$ cat config.mk
export PLATFORM = sky130hd
export DESIGN_NAME = pc_sequencer_flat
export DESIGN_NICKNAME = d
export VERILOG_FILES = /design/src/rtl/pc_seq_pkg.sv /design/src/rtl/pc_sequencer_if.sv /design/src/rtl/pc_next_mux.sv /design/src/rtl/pc_sequencer.sv /design/src/flat_wrapper.sv
export SDC_FILE = /design/constraint.sdc
export NUM_CORES = 1
export LEC_CHECK = 0
export BUFFER_PORTS_ARGS = -buffer_cell sky130_fd_sc_hd__buf_2
export CAP_MARGIN = 20
export CORE_ASPECT_RATIO = 0.7
export CORE_MARGIN = 10
export CORE_UTILIZATION = 46
export DETAILED_ROUTE_END_ITERATION = 6
export GPL_TIMING_DRIVEN = 1
export HOLD_SLACK_MARGIN = 0.05
export PLACE_DENSITY = 0.74
export SLEW_MARGIN = 10
export SYNTH_ARGS = -nofsm -noshare
export SYNTH_HDL_FRONTEND = slang
export SYNTH_SLANG_ARGS = --single-unit
$ cat constraint.sdc
create_clock -name clk -period 2.46 [get_ports clk]
set_clock_uncertainty 0.1 [all_clocks]
set_input_delay 0.492 -clock clk [delete_from_list [all_inputs] [get_ports clk]]
set_output_delay 0.492 -clock clk [all_outputs]
set_load 0.01 [all_outputs]
$ cat src/rtl/pc_seq_pkg.sv
// Shared types and constants for the fetch-stage PC sequencer.
// Optional build macro DELAY_SLOT_EN selects delay-slot redirects instead of flushing.
package pc_seq_pkg;

    localparam int unsigned PC_W = 32;
    localparam logic [PC_W-1:0] ALIGN_MASK = 32'hFFFF_FFFC;

    typedef enum logic [1:0] {
        S_RESET = 2'd0,
        S_FETCH = 2'd1,
        S_STALL = 2'd2,
        S_HALT  = 2'd3
    } seq_state_e;

    typedef enum logic [2:0] {
        SRC_HOLD,
        SRC_SEQ,
        SRC_JMP,
        SRC_BR,
        SRC_PEND
    } npc_src_e;

    function automatic logic [PC_W-1:0] align_pc(input logic [PC_W-1:0] addr);
        return addr & ALIGN_MASK;
    endfunction

endpackage

$ cat src/rtl/pc_sequencer_if.sv
// Control/redirect inputs and fetch-address outputs of the PC sequencer.
// master = pipeline side driving control, slave = the sequencer itself.
interface pc_sequencer_if;
    import pc_seq_pkg::*;

    logic            stall;
    logic            br_taken;
    logic [PC_W-1:0] br_target;
    logic            jmp;
    logic [PC_W-1:0] jmp_target;
    logic            halt;
    logic [PC_W-1:0] PC;
    logic [PC_W-1:0] npc;
    logic            if_valid;
    logic            if_flush;

    modport master (
        output stall, br_taken, br_target, jmp, jmp_target, halt,
        input  PC, npc, if_valid, if_flush
    );

    modport slave (
        input  stall, br_taken, br_target, jmp, jmp_target, halt,
        output PC, npc, if_valid, if_flush
    );

endinterface

$ cat src/rtl/pc_next_mux.sv
// Stateless priority select for the next PC: halt > jmp > branch > pending > stall > step.
// With DELAY_SLOT_EN a redirect first steps into the slot; the target comes via pending.
module pc_next_mux
    import pc_seq_pkg::*;
#(
    parameter int unsigned PC_STEP = 4
) (
    input  logic            frozen,
    input  logic            halt,
    input  logic            stall,
    input  logic            jmp,
    input  logic            br_taken,
    input  logic            redir_en,
    input  logic            pend_valid,
    input  logic [PC_W-1:0] pc,
    input  logic [PC_W-1:0] jmp_target,
    input  logic [PC_W-1:0] br_target,
    input  logic [PC_W-1:0] pend_target,
    output npc_src_e        src,
    output logic [PC_W-1:0] redir_target,
    output logic [PC_W-1:0] npc
);

    logic [PC_W-1:0] pc_seq;

    assign pc_seq = pc + PC_W'(PC_STEP);

    always_comb begin
        src          = SRC_HOLD;
        npc          = pc;
        redir_target = align_pc(jmp ? jmp_target : br_target);

        if (frozen || halt) begin
            src = SRC_HOLD;
        end else if (redir_en && jmp) begin
            src = SRC_JMP;
        end else if (redir_en && br_taken) begin
            src = SRC_BR;
        end else if (pend_valid && !stall) begin
            src = SRC_PEND;
        end else if (!stall) begin
            src = SRC_SEQ;
        end

        case (src)
            SRC_JMP, SRC_BR: begin
`ifdef DELAY_SLOT_EN
                npc = stall ? pc : pc_seq;
`else
                npc = stall ? pc : redir_target;
`endif
            end
            SRC_PEND: npc = pend_target;
            SRC_SEQ:  npc = pc_seq;
            default:  npc = pc;
        endcase
    end

endmodule

$ cat src/rtl/pc_sequencer.sv
// Fetch-stage PC owner: state FSM, deferred-redirect register and PC register.
// DELAY_SLOT_EN: redirects execute one delay slot and never flush.
module pc_sequencer
    import pc_seq_pkg::*;
#(
    parameter logic [31:0] RESET_VEC = 32'h0000_0000,
    parameter int unsigned PC_STEP   = 4
) (
    input  logic           clk,
    input  logic           rst,
    pc_sequencer_if.slave  bus
);

    seq_state_e      state_q, state_d;
    logic [PC_W-1:0] pc_q, pc_d;
    logic            if_valid_q, if_valid_d;
    logic            pend_valid_q, pend_valid_d;
    logic [PC_W-1:0] pend_target_q, pend_target_d;
    logic            if_flush;
    logic            frozen;
    logic            redir_en;
    npc_src_e        src;
    logic [PC_W-1:0] redir_target;
    logic [PC_W-1:0] mux_npc;

    assign frozen = (state_q == S_RESET) || (state_q == S_HALT);

    // In delay-slot mode an outstanding redirect (slot or stalled) blocks new ones.
`ifdef DELAY_SLOT_EN
    assign redir_en = !pend_valid_q;
`else
    assign redir_en = 1'b1;
`endif

    pc_next_mux #(
        .PC_STEP (PC_STEP)
    ) u_mux (
        .frozen       (frozen),
        .halt         (bus.halt),
        .stall        (bus.stall),
        .jmp          (bus.jmp),
        .br_taken     (bus.br_taken),
        .redir_en     (redir_en),
        .pend_valid   (pend_valid_q),
        .pc           (pc_q),
        .jmp_target   (bus.jmp_target),
        .br_target    (bus.br_target),
        .pend_target  (pend_target_q),
        .src          (src),
        .redir_target (redir_target),
        .npc          (mux_npc)
    );

    always_comb begin
        state_d       = state_q;
        if_valid_d    = if_valid_q;
        pend_valid_d  = pend_valid_q;
        pend_target_d = pend_target_q;
        if_flush      = 1'b0;
        pc_d          = mux_npc;

        case (state_q)
            S_RESET: begin
                state_d    = S_FETCH;
                if_valid_d = 1'b1;
            end
            S_HALT: begin
                state_d = S_HALT;
            end
            S_FETCH, S_STALL: begin
                if (bus.halt) begin
                    state_d      = S_HALT;
                    if_valid_d   = 1'b0;
                    pend_valid_d = 1'b0;
                end else begin
                    state_d = bus.stall ? S_STALL : S_FETCH;
                    case (src)
                        SRC_JMP, SRC_BR: begin
                            pend_target_d = redir_target;
`ifdef DELAY_SLOT_EN
                            pend_valid_d  = 1'b1;
`else
                            pend_valid_d  = bus.stall;
                            if_flush      = !bus.stall;
`endif
                        end
                        SRC_PEND: begin
                            pend_valid_d = 1'b0;
`ifndef DELAY_SLOT_EN
                            if_flush     = 1'b1;
`endif
                        end
                        default: ;
                    endcase
                end
            end
            default: ;
        endcase

        // npc mirrors the register D input, so reset must show up here too.
        if (rst) begin
            pc_d     = RESET_VEC;
            if_flush = 1'b0;
        end
    end

    always_ff @(posedge clk) begin
        if (rst) begin
            state_q       <= S_RESET;
            pc_q          <= RESET_VEC;
            if_valid_q    <= 1'b0;
            pend_valid_q  <= 1'b0;
            pend_target_q <= '0;
        end else begin
            state_q       <= state_d;
            pc_q          <= pc_d;
            if_valid_q    <= if_valid_d;
            pend_valid_q  <= pend_valid_d;
            pend_target_q <= pend_target_d;
        end
    end

    assign bus.PC       = pc_q;
    assign bus.npc      = pc_d;
    assign bus.if_valid = if_valid_q;
    assign bus.if_flush = if_flush;

endmodule
$ cat src/flat_wrapper.sv
// flat-port wrapper written by rule: the top's interface ports become plain ports
module pc_sequencer_flat import pc_seq_pkg::*;
#(
    parameter logic [31:0] RESET_VEC = 32'h0000_0000,
    parameter int unsigned PC_STEP   = 4
)
  (clk, rst, bus_stall, bus_br_taken, bus_br_target, bus_jmp, bus_jmp_target, bus_halt, bus_PC, bus_npc, bus_if_valid, bus_if_flush);
  pc_sequencer_if bus_i ();
  input  logic clk;
  input  logic rst;
  input wire logic [$bits(bus_i.stall)-1:0] bus_stall;
  input wire logic [$bits(bus_i.br_taken)-1:0] bus_br_taken;
  input wire logic [$bits(bus_i.br_target)-1:0] bus_br_target;
  input wire logic [$bits(bus_i.jmp)-1:0] bus_jmp;
  input wire logic [$bits(bus_i.jmp_target)-1:0] bus_jmp_target;
  input wire logic [$bits(bus_i.halt)-1:0] bus_halt;
  output wire logic [$bits(bus_i.PC)-1:0] bus_PC;
  output wire logic [$bits(bus_i.npc)-1:0] bus_npc;
  output wire logic [$bits(bus_i.if_valid)-1:0] bus_if_valid;
  output wire logic [$bits(bus_i.if_flush)-1:0] bus_if_flush;
  assign bus_i.stall = bus_stall;
  assign bus_i.br_taken = bus_br_taken;
  assign bus_i.br_target = bus_br_target;
  assign bus_i.jmp = bus_jmp;
  assign bus_i.jmp_target = bus_jmp_target;
  assign bus_i.halt = bus_halt;
  assign bus_PC = bus_i.PC;
  assign bus_npc = bus_i.npc;
  assign bus_if_valid = bus_i.if_valid;
  assign bus_if_flush = bus_i.if_flush;
  pc_sequencer #(.RESET_VEC(RESET_VEC), .PC_STEP(PC_STEP)) u_core (.clk(clk), .rst(rst), .bus(bus_i));
endmodule
; After elaboration in Yosys (flattened, before gate mapping)
; Cells that the tools add are included.
[op_classes]
n_reduce_logical = 12
n_addsub = 1
muxes = 20
eq_ne = 8
bitwise = 1
[ops]
columns = operator, count
row1 = $mux 32, 3
row2 = $pmux 32 s3, 1
row3 = $add 32x3->32 const B, 1
row4 = $mux 3, 4
row5 = $eq 3x2->1 const B, 2
row6 = $mux 1, 6
row7 = $pmux 1 s2, 3
row8 = $pmux 2 s3, 1
row9 = $eq 2x2->1 const B, 2
row10 = $mux 2, 2
row11 = $reduce_and 2->1, 2
row12 = $reduce_or 2->1, 2
row13 = $eq 3x1->1 const B, 1
row14 = $eq 3x3->1 const B, 1
row15 = $reduce_and 3->1, 1
row16 = $reduce_bool 3->1, 1
row17 = $eq 2x1->1 const B, 1
row18 = $logic_not 2->1, 1
row19 = $logic_or 1x1->1, 2
row20 = $ne 2x2->1 const B, 1
row21 = $reduce_bool 2->1, 1
row22 = $logic_and 1x1->1, 1
row23 = $logic_not 1->1, 1
row24 = $not 1->1, 1
[word_totals]
inputBits = 70
out_inout_bits = 66
ff_bits = 66
word_cells = 47

; Logic depth before layout (Yosys ltp)
; Gate-level depths: netlist of run 1.
[depth]
ltp_word = 12
depth_mapped = 10
depth_no_buf = 7

; Hierarchy
; Synthesis of run 1 repeated with hierarchy kept, for this count alone.
[hier_totals]
cells_unflattened = 588
hier_area_um2 = 4458.0
[by_module_without_submodules]
columns = module, seq_area_each_um2, instances, cells_each, area_per_inst_um2
row1 = pc_sequencer, 1361.3, 1, 272, 2509.9
row2 = pc_next_mux, 0.0, 1, 316, 1948.1

; Least setup slack after synthesis of run 1
; Ideal clock, no wire load.
[synth_path]
path_type = register -> output
from = reg u_core.state_q[0]
to = out bus_npc[28]
arrival_ns = 2.104
path_buffers = 2
path_slack_ns = -0.236
t_required_ns = 1.868
path_stages_with_launch = 10
path_cell_list = dfxtp_1 -> inv_1 -> ha_1 -> buf_4 -> or3b_1 -> buf_2 -> or3_4 -> a31oi_4 -> o21a_2 -> o22a_1
[synth_via]
elab_chain_cells = 8
word_cells_on_any_way = 12
cone_classes = 5 x eq/ne / 3 x mux / 4 x reduce/logical
[synth_rtl]
columns = item, line_no
row1 = from (decl), pc_sequencer.sv:14  ; seq_state_e state_q, state_d;
row2 = from (signal assigned), pc_sequencer.sv:115  ; state_q <= state_d;
row3 = $eq 2x2->1 or $logic_not 2->1 (tied branches), pc_sequencer.sv:26  ; assign frozen = (state_q == S_RESET) || (state_q == S_HALT);
row4 = $logic_or 1x1->1 (*), pc_sequencer.sv:26
row5 = $logic_or 1x1->1 (*), pc_next_mux.sv:33  ; if (frozen || halt) begin
row6 = $mux 3 (*), pc_next_mux.sv:33
row7 = $eq 3x2->1, pc_next_mux.sv:45  ; case (src)
row8 = $reduce_or 2->1, pc_next_mux.sv:45
row9 = $pmux 32 s3 (*), pc_next_mux.sv:45
row10 = $mux 32 (*), pc_sequencer.sv:101  ; if (rst) begin
row11 = to (decl), flat_wrapper.sv:18  ; output wire logic [$bits(bus_i.npc)-1:0] bus_npc;
; Every way passes the cells marked *; elsewhere a longest branch is shown, timed or not.

; Worst setup path after layout of run 1
[layout_path]
from = reg u_core.state_q[1]
to = out bus_npc[28]
; The elaborated chain is that of the path after synthesis.

==> results.yml, run 1 <==
setup_path:
  rr_worst_depth: 13
  cp_cell_sequence: "inv_2 > ha_4 > or3b_4 > or3_4 > a31oi_4 > o21a_2 > o22a_1 > buf_2"
  slowest_stage: "or3b_4"
  rrSetupSlack_ns: 0.08
  max_stage_delay_ns: 0.40
  startpoint_type: "flip-flop"
  cp_top_family: "simple AND/OR/NAND/NOR gates"
  end_kind: "output port"
  worstSetupPathType: "reg -> out"
  crit_fanout: 5
  cp.buffers_inverters: 2
  cp.required_ns: 1.87
  crit_start: "u_core.state_q[1]$_SDFF_PP0_"
  crit_arrival_ns: 2.42
  r2r-end: "u_core.bus.PC[7]$_SDFF_PP0_"
  timing.rr.start: "u_core.state_q[1]$_SDFF_PP0_"
floorplan:
  die_area_um2: 13200
  die_h_um: 99.2
  core_region_area_um2: 8580
  start_util: 0.480
  ioPinCount: 136
  die_x_um: 133
  std_cell_rows: 28
finish:
  post-route-util: 0.731
  nNetsFinal: 807
  final_area_um2: 6280
  drive_gt1_frac: 0.429
  diodes: 0
  fin_cells: 859
  area_growth_pct: 52.3
  n_fill_cell: 639
flow_run:
  maxCapViolCount: 0
clock_tree:
  tritoncts: "done"
  holdBufCountCts: 0
  clk_pin_slew_ns: 0.05
  ctsHtreeMaxLevel: 3
  numCtsBuffers: 9
  clockRootBuffer: "clkbuf_16"
  cts_buffer_depth: 2
  cts_sinks: 66
  clock_latency_ns: 0.33
min_path:
  holdPathStages: 3
  hp-class: "in -> reg"
  hp-start: "bus_br_target[23]"
  min_to: "u_core.pend_target_q[23]$_SDFFE_PP0P_"
timing:
  timing.final.ws_setup_ns: -0.548
  drv_slew: 0
  rsz0062_at_grt: "yes"
  relSlewSlack: 0.645
  setup_viol: 33
  hold_violations: 0
  worst_pin_slew_ns: 0.531
  fin_crit_sh: 1.22
  hold_ws_ns: 0.350
  max_freq_ghz: 0.332
  post-route-min-period_ns: 3.01
global_route:
  grt-busiest-layer: "met2"
  grt_pass1_vias: 4989
  track_usage: 0.241
  met2_usage: 0.372
  grtUsageMet3: 0.0829
  grt_use_met1: 0.313
  grt_max_degree: 47
  grt_pass1_wl_mm: 26.3
  grt_overflow: 0
  antenna_found_initial: 0
logic_synthesis:
  ys.warnings.count: 0
  ys.flop_type: "dfxtp_1"
  yosys_register_bits: 66
  syn_area_per_cell_um2: 7.63
  async_flop_share: 0
  synth.net_count: 613
  synth_edf_count: 0
  ys_types: 57
  ys_seq_area_frac: 0.320
  syn_area_um2: 4120
  synth_cells: 540
pwr:
  ir_drop_v: 0.000342
  p_clk_frac: 0.379
  swShare: 0.303
  p_sw_uw: 1060
  power.internal_uw: 2420
  pwr-share-comb: 0.267
  pwr-share-seq: 0.354
  pwr_density_cell_nw_per_um2: 554
  cellLeakagePower_uw: 0.00269
placement:
  dp_cells: 825
  hpwl_mm: 12.0
  io_buffers: 131
  placed_area_um2: 5540
  dp_slack_ns: -0.313
  gp_congestion: 0.879
routing:
  finalWirelength_mm: 17.1
  drcViolationCount: 0
  drtIter0Drc: 546
  drt_pass1_iterations: 5
  via_per_inst: 6.08
  wl_per_cell_um: 20.0
  vias: 5226
  ant_nets: 0
status:
  status: "complete, but fails checks"
  violations: "negative setup slack"
worst reg2reg max path, cell delays in order (launching register included):
cell and delay, ns:
dfxtp_2 0.33, inv_2 0.04, ha_4 0.28, nand2b_1 0.15, buf_4 0.19, nor4_4 0.22
buf_4 0.22, buf_4 0.13, buf_4 0.12, a221oi_2 0.06, buf_4 0.14, buf_4 0.12
buf_4 0.11, nor2_1 0.09
logic make-up after synthesis:
logic type / count (synthesis) / share of synthesized area
simple gates: 191 / 0.239
compound gates: 189 / 0.299
fa+ha+maj: 3 / 0.00911
buf+inv: 60 / 0.0613
mux: 16 / 0.0398
xor+xnor: 15 / 0.0319
flops: 66 / 0.320
cells in the final DEF (no fill, tap or decap), drive strengths merged, types with 9 or more instances in the layout:
| cell | netlist | layout |
|---|---|---|
| dfxtp | 66 | 66 |
| nor3 | 11 | 11 |
| a31oi | 12 | 12 |
| a21oi | 51 | 51 |
| xor2 | 9 | 9 |
| nand3 | 13 | 13 |
| and2 | 9 | 9 |
| nand2 | 46 | 46 |
| o22ai | 20 | 20 |
| mux2i | 13 | 13 |
| a311oi | 14 | 14 |
| a211oi | 24 | 24 |
| clkbuf | 39 | 14 |
| nor2 | 55 | 55 |
| inv | 9 | 9 |
| o211ai | 9 | 9 |
| and3b | 13 | 13 |
| o21ai | 31 | 31 |
| buf | 12 | 232 |
state kept, by name (all words and copies together), names as in the netlist:
| name | count |
|---|---|
| u_core.pend_valid_q | 1 |
| u_core.state_q | 2 |
| u_core.bus.if_valid | 1 |
| u_core.pend_target_q | 30 |
| u_core.bus.PC | 32 |
stage by stage:
step                total power, uW  setup TNS [ns]
floorplan                      1680          -0.262
global placement               2020           -5.53
detailed placement             2050           -6.47
CTS                            3450          -13.11
global route                   3600          -16.97
finish                         3480          -14.59
repair_timing:
action	CTS	global route
endpoints found under the hold margin	0	0
endpoints found under the setup margin	33	33
setup buffers	12	4
gates cloned	2	0
pin swaps	11	3
resized for setup	47	10
how the worst max path moves through the flow:
stage / depth (start not counted) / endpoint
detailed placement: 7 / bus_npc[26]
finish: 8 / bus_npc[28]
floorplan: 9 / bus_npc[28]
CTS: 8 / bus_npc[28]
global placement: 9 / bus_npc[11]
global route: 8 / bus_npc[28]
cell type report:
class	instances	area, um^2	area share
multi-input combinational	415	2910	0.464
timing repair buffer	233	1560	0.249
sequential	66	1320	0.211
clock buffer	14	264	0.0421
tap	120	150	0.0239
clock inverter	2	35.0	0.00558
inverter	9	33.8	0.00538
power groups by stage:
stage	logic, uW	clock network [uW]	registers, uW
final	930	1320	1230
after global routing	1000	1360	1240
after CTS	896	1330	1220
after detailed placement	810	0	1240
after global placement	785	0	1240
after floorplan	429	0	1250
routing by layer:
metal,vias up,share of wire
met2,287,0.45
met5,-,0
met1,2494,0.42
li1,2418,-
met4,0,0.015
met3,27,0.12
cells in the mapped netlist, types with 2 or more instances:
| master | number | area, um^2 |
|---|---|---|
| mux2i_1 | 13 | 130 |
| and4_1 | 5 | 43.8 |
| xor2_1 | 9 | 78.8 |
| a311oi_1 | 14 | 123 |
| dfxtp_1 | 66 | 1320 |
| o22a_1 | 2 | 17.5 |
| nand3_1 | 13 | 65.1 |
| a22oi_1 | 8 | 60.1 |
| nor2_1 | 55 | 206 |
| inv_1 | 9 | 33.8 |
| nor4_1 | 6 | 37.5 |
| nor3_1 | 11 | 55.1 |
| nand3b_1 | 4 | 30.0 |
| a21oi_1 | 51 | 255 |
| and2_1 | 8 | 50.1 |
| o21ai_1 | 19 | 95.1 |
| and3_1 | 5 | 31.3 |
| buf_2 | 7 | 35.0 |
| o32ai_1 | 4 | 35.0 |
| and3b_1 | 13 | 114 |
| nand2b_1 | 6 | 37.5 |
| a31oi_1 | 11 | 68.8 |
| o21ai_0 | 12 | 60.1 |
| clkbuf_1 | 39 | 146 |
| ha_1 | 3 | 37.5 |
| nor2b_1 | 2 | 12.5 |
| nand2_1 | 46 | 173 |
| mux2_2 | 3 | 33.8 |
| nand4_1 | 8 | 50.1 |
| buf_1 | 2 | 7.51 |
| a221oi_1 | 3 | 26.3 |
| a211oi_1 | 24 | 180 |
| a32oi_1 | 2 | 17.5 |
| o211ai_1 | 9 | 67.6 |
| buf_6 | 2 | 22.5 |
| xnor2_1 | 6 | 52.6 |
| o22ai_1 | 20 | 125 |
No activity file was read; power rests on OpenSTA's default activity.
==> inputs of run 2 (changes only) <==
--- a/config.mk
+++ b/config.mk
@@ -10,3 +10,2 @@
 export CORE_ASPECT_RATIO = 0.7
-export CORE_MARGIN = 10
 export CORE_UTILIZATION = 46
--- a/constraint.sdc
+++ b/constraint.sdc
@@ -4,2 +4,2 @@
 set_output_delay 0.492 -clock clk [all_outputs]
-set_load 0.01 [all_outputs]
+set_load 0.05 [all_outputs]
==> results.yml, run 2 (synthesis gave the netlist of run 1 again) <==
status:
  status: "complete, but fails checks"
  violations: "negative setup slack"
timing:
  fin_crit_sh: 1.24
  hold_violations: 0
  drv_slew: 0
  rsz0062_at_grt: "yes"
  post-route-min-period_ns: 3.05
  worst_pin_slew_ns: 0.523
  setup_viol: 33
  timing.final.ws_setup_ns: -0.591
  fin_tns_setup_ns: -15.47
  max_freq_ghz: 0.328
  relSlewSlack: 0.651
placement:
  placed_area_um2: 5950
  dp_cells: 817
  io_buffers: 131
  gp_congestion: 0.832
  dp_slack_ns: -0.410
  hpwl_mm: 11.0
finish:
  largest_reg_flops: 32
  area_growth_pct: 75.9
  nNetsFinal: 820
  fin_cells: 872
  diodes: 0
  drive_gt1_frac: 0.541
  n_fill_cell: 427
  final_cell_mix: "buf_2 (97), buf_4 (89), nor2_1 (44), nand2_1 (43), buf_6 (43)"
  final_area_um2: 7250
  mostFrequentLayoutCell: "buf_2"
floorplan:
  std_cell_rows: 28
  die_area_um2: 9350
  start_util: 0.480
  ioPinCount: 136
  die_x_um: 115
  core_region_area_um2: 8580
  die_h_um: 81.2
setup_path:
  crit_arrival_ns: 2.46
  rrSetupSlack_ns: 0
  cp.buffers_inverters: 2
  cp_top_family: "simple AND/OR/NAND/NOR gates"
  slowest_stage: "or3b_4"
  worstSetupPathType: "reg -> out"
  crit_fanout: 3
  startpoint_type: "flip-flop"
  max_stage_delay_ns: 0.42
  timing.rr.start: "u_core.state_q[1]$_SDFF_PP0_"
  cp.required_ns: 1.87
  crit_start: "u_core.state_q[1]$_SDFF_PP0_"
  cp_cell_sequence: "inv_2 > ha_4 > or3b_4 > or3_4 > a31oi_4 > o21a_2 > o22a_4 > buf_8"
  end_kind: "output port"
global_route:
  antenna_found_initial: 1
  grt_max_degree: 40
  grt_pass1_vias: 5094
  grt_overflow: 0
  grt_pass1_wl_mm: 26.8
  track_usage: 0.376
clock_tree:
  numCtsBuffers: 9
  cts_buffer_depth: 2
  tritoncts: "done"
  clockRootBuffer: "clkbuf_16"
  clock_latency_ns: 0.35
  clk_pin_slew_ns: 0.06
  ctsHtreeMaxLevel: 3
  holdBufCountCts: 0
  cts_sinks: 66
routing:
  wl_per_cell_um: 23.6
  drt_pass1_iterations: 6
  vias: 5876
  via_per_inst: 6.74
  ant_nets: 0
  drtIter0Drc: 749
  finalWirelength_mm: 20.6
  drcViolationCount: 0
pwr:
  power_uw: 3880
  cellLeakagePower_uw: 0.00292
  pwr_density_cell_nw_per_um2: 535
  ir_drop_v: 0.000444
flow_run:
  maxCapViolCount: 0
min_path:
  hp-start: "bus_br_target[31]"
  hp-class: "in -> reg"
[run 2: cell count changes in the layout (fill, tap and decap cells not counted), sizes merged]
| cell | delta |
|---|---|
| buf | +12 |
| bufinv | -1 |
| clkbuf | +1 |
| clkinv | +1 |
[run 2: power breakdown]
group          leakage [uW]  internal [uW]  switching, uW
clock network      0.000143            763            500
logic               0.00222            534            832
registers          0.000552           1160           89.7
[run 2: final timing paths]
check                                                             end  depth (start not counted)
worst max-delay path                                      bus_npc[28]                          8
worst max register to register  u_core.pend_target_q[11]$_SDFFE_PP0P_                         11
worst min register to register       u_core.bus.if_valid$_SDFFE_PP0P_                          2
worst min-delay path            u_core.pend_target_q[31]$_SDFFE_PP0P_                          3
[run 2: what timing repair did]
item,4_1_cts,5_1_grt
endpoints found under the setup margin,33,33
pin swaps,26,22
setup buffers,13,24
cloned,3,1
gates resized for setup,123,52
[run 2: area by class of cell]
| cell class | count | area (um^2) | area share |
|---|---|---|---|
| well taps | 120 | 150 | 0.0207 |
| clock inverters | 2 | 10.0 | 0.00138 |
| clock buffers | 14 | 274 | 0.0378 |
| flip-flops and latches | 66 | 1370 | 0.189 |
| repair buffers | 246 | 1970 | 0.271 |
| inverters | 9 | 33.8 | 0.00466 |
| multi-input cells | 415 | 3450 | 0.476 |
[run 2: through the flow]
stage / utilization / hold WS, ns
3_5_place_dp: 0.693 / 0.378
5_1_grt: 0.845 / 0.349
2_1_floorplan: - / 0.372
4_1_cts: 0.798 / 0.336
3_3_place_gp: 0.693 / 0.363
6_report: 0.845 / 0.347
[run 2: worst min-delay path, stage by stage]
cell and delay (ns):
buf_2 0.10, nand2_1 0.06, a311oi_1 0.09
[run 2: per-layer routing]
layer / up-vias / wire (um) / GRT usage
met5: - / 8 / 0
met1: 2758 / 7830 / 0.512
met2: 536 / 8990 / 0.586
met4: 2 / 1120 / 0.131
li1: 2442 / - / -
met3: 138 / 2650 / 0.0858
==> inputs of run 3 (changes only) <==
Settings changed: GPL_TIMING_DRIVEN 1 to 0.
==> results.yml, run 3 (synthesis gave the netlist of run 1 again) <==
status:
  status: "complete, but fails checks"
  violations: "negative setup slack"
clock_tree:
  tritoncts: "done"
  cts_buffer_depth: 2
  numCtsBuffers: 9
  clk_pin_slew_ns: 0.06
  clockRootBuffer: "clkbuf_16"
  clock_latency_ns: 0.35
  ctsHtreeMaxLevel: 3
  cts_sinks: 66
setup_path:
  r2r-end: "u_core.pend_target_q[15]$_SDFFE_PP0P_"
  end_kind: "output port"
  cp.required_ns: 1.87
  rrSetupSlack_ns: 0.06
  crit_arrival_ns: 2.59
  rr_worst_depth: 11
  endpoint: "bus_npc[28]"
  crit_start: "u_core.state_q[0]$_SDFF_PP0_"
  timing.rr.start: "u_core.state_q[0]$_SDFF_PP0_"
  startpoint_type: "flip-flop"
  crit_fanout: 4
  worstSetupPathType: "reg -> out"
pwr:
  p_clk_frac: 0.345
  swShare: 0.364
  p_sw_uw: 1450
  pwr_density_cell_nw_per_um2: 557
  power.internal_uw: 2540
  pwr-share-seq: 0.318
  cellLeakagePower_uw: 0.00282
  ir_drop_v: 0.000369
  pwr-share-comb: 0.337
finish:
  area_growth_pct: 73.4
  fin_cells: 855
  diodes: 0
  n_fill_cell: 449
  final-seq-area_um2: 1370
  final_cell_mix: "buf_2 (100), buf_4 (48), nor2_1 (48), nand2_1 (44), buf_6 (42)"
  nNetsFinal: 803
  mostFrequentLayoutCell: "buf_2"
  largest_reg_flops: 32
  drive_gt1_frac: 0.521
  multi_input_area_um2: 3520
  final_area_um2: 7150
global_route:
  track_usage: 0.416
  grt_pass1_vias: 5167
  grt_overflow: 0
  antenna_found_initial: 0
  grt_max_degree: 11
  grt_pass1_wl_mm: 28.8
timing:
  fin_crit_sh: 1.29
  post-route-min-period_ns: 3.18
  max_freq_ghz: 0.315
  drv_slew: 0
  setup_viol: 33
  timing.final.ws_setup_ns: -0.718
  relSlewSlack: 0.164
  hold_violations: 0
  rsz0062_at_grt: "yes"
  worst_pin_slew_ns: 1.25
routing:
  drcViolationCount: 0
  finalWirelength_mm: 21.2
  vias: 5824
  ant_nets: 0
  via_per_inst: 6.81
  wl_per_cell_um: 24.8
  drtIter0Drc: 739
  drt_pass1_iterations: 6
floorplan:
  start_util: 0.480
  std_cell_rows: 28
  ioPinCount: 136
  die_x_um: 115
  core_region_area_um2: 8580
  die_area_um2: 9350
  die_h_um: 81.2
min_path:
  hp-start: "bus_br_target[24]"
  hp-class: "in -> reg"
  holdPathStages: 3
flow_run:
  maxCapViolCount: 0
placement:
  io_buffers: 130
  gp_congestion: 0.891
  hpwl_mm: 12.1
  placed_area_um2: 5540
  dp_cells: 790
[run 3: metal layers]
layer	vias to the layer above	part of all wire	global-route usage
met4	0	0.053	0.160
met3	139	0.13	0.105
li1	2412	-	-
met2	597	0.43	0.651
met5	-	0	0
met1	2676	0.38	0.551
[run 3: worst max-delay path, stage by stage (launching register included)]
cell and delay [ns]:
dfxtp_2 0.33, inv_2 0.04, ha_4 0.30, or3b_4 0.41, or3_4 0.41, a31oi_4 0.26
o21a_2 0.19, o22a_4 0.15, buf_8 0.14
[run 3: how the worst min path moves through the flow]
stage,end,slack [ns]
final,u_core.pend_target_q[24]$_SDFFE_PP0P_,0.34
after detailed placement,u_core.bus.PC[1]$_SDFF_PP0_,0.38
after CTS,u_core.pend_target_q[21]$_SDFFE_PP0P_,0.33
after global placement,u_core.bus.if_valid$_SDFFE_PP0P_,0.36
after global routing,u_core.pend_target_q[29]$_SDFFE_PP0P_,0.36
after floorplan,u_core.pend_target_q[16]$_SDFFE_PP0P_,0.37
[run 3: final cells by class]
cell class	instances	area share
Multi-Input combinational cell	414	0.493
Sequential cell	66	0.192
Inverter	9	0.00473
Tap cell	120	0.0210
Buffer	44	0.0511
Timing Repair Buffer	186	0.195
Clock buffer	16	0.0438
[run 3: timing repair]
action / 4_1_cts / 5_1_grt
hold buffers: 0 / 0
hold endpoints to repair: 0 / 0
setup endpoints to repair: 61 / 63
pin swaps: 24 / 29
gates cloned: 3 / 0
setup buffers: 32 / 21
resized for setup: 178 / 68
[run 3: through the flow]
| stage | utilization | power (uW) | hold slack, ns | setup WS, ns | TNS (ns) |
|---|---|---|---|---|---|
| after floorplan | - | 1980 | 0.372 | -0.264 | -3.00 |
| after global placement | 0.646 | 2240 | 0.362 | -0.855 | -22.50 |
| after detailed placement | 0.646 | 2270 | 0.383 | -0.904 | -23.97 |
| after CTS | 0.793 | 3820 | 0.335 | -0.703 | -17.89 |
| after global routing | 0.833 | 4050 | 0.359 | -0.749 | -19.48 |
| final | 0.833 | 3980 | 0.336 | -0.718 | -18.22 |
[run 3: power groups by stage]
stage	clock network, uW	logic [uW]	registers (uW)
final	1380	1340	1270
after global routing	1400	1390	1270
after CTS	1350	1220	1250
after detailed placement	0	1010	1260
after global placement	0	984	1260
after floorplan	0	628	1350
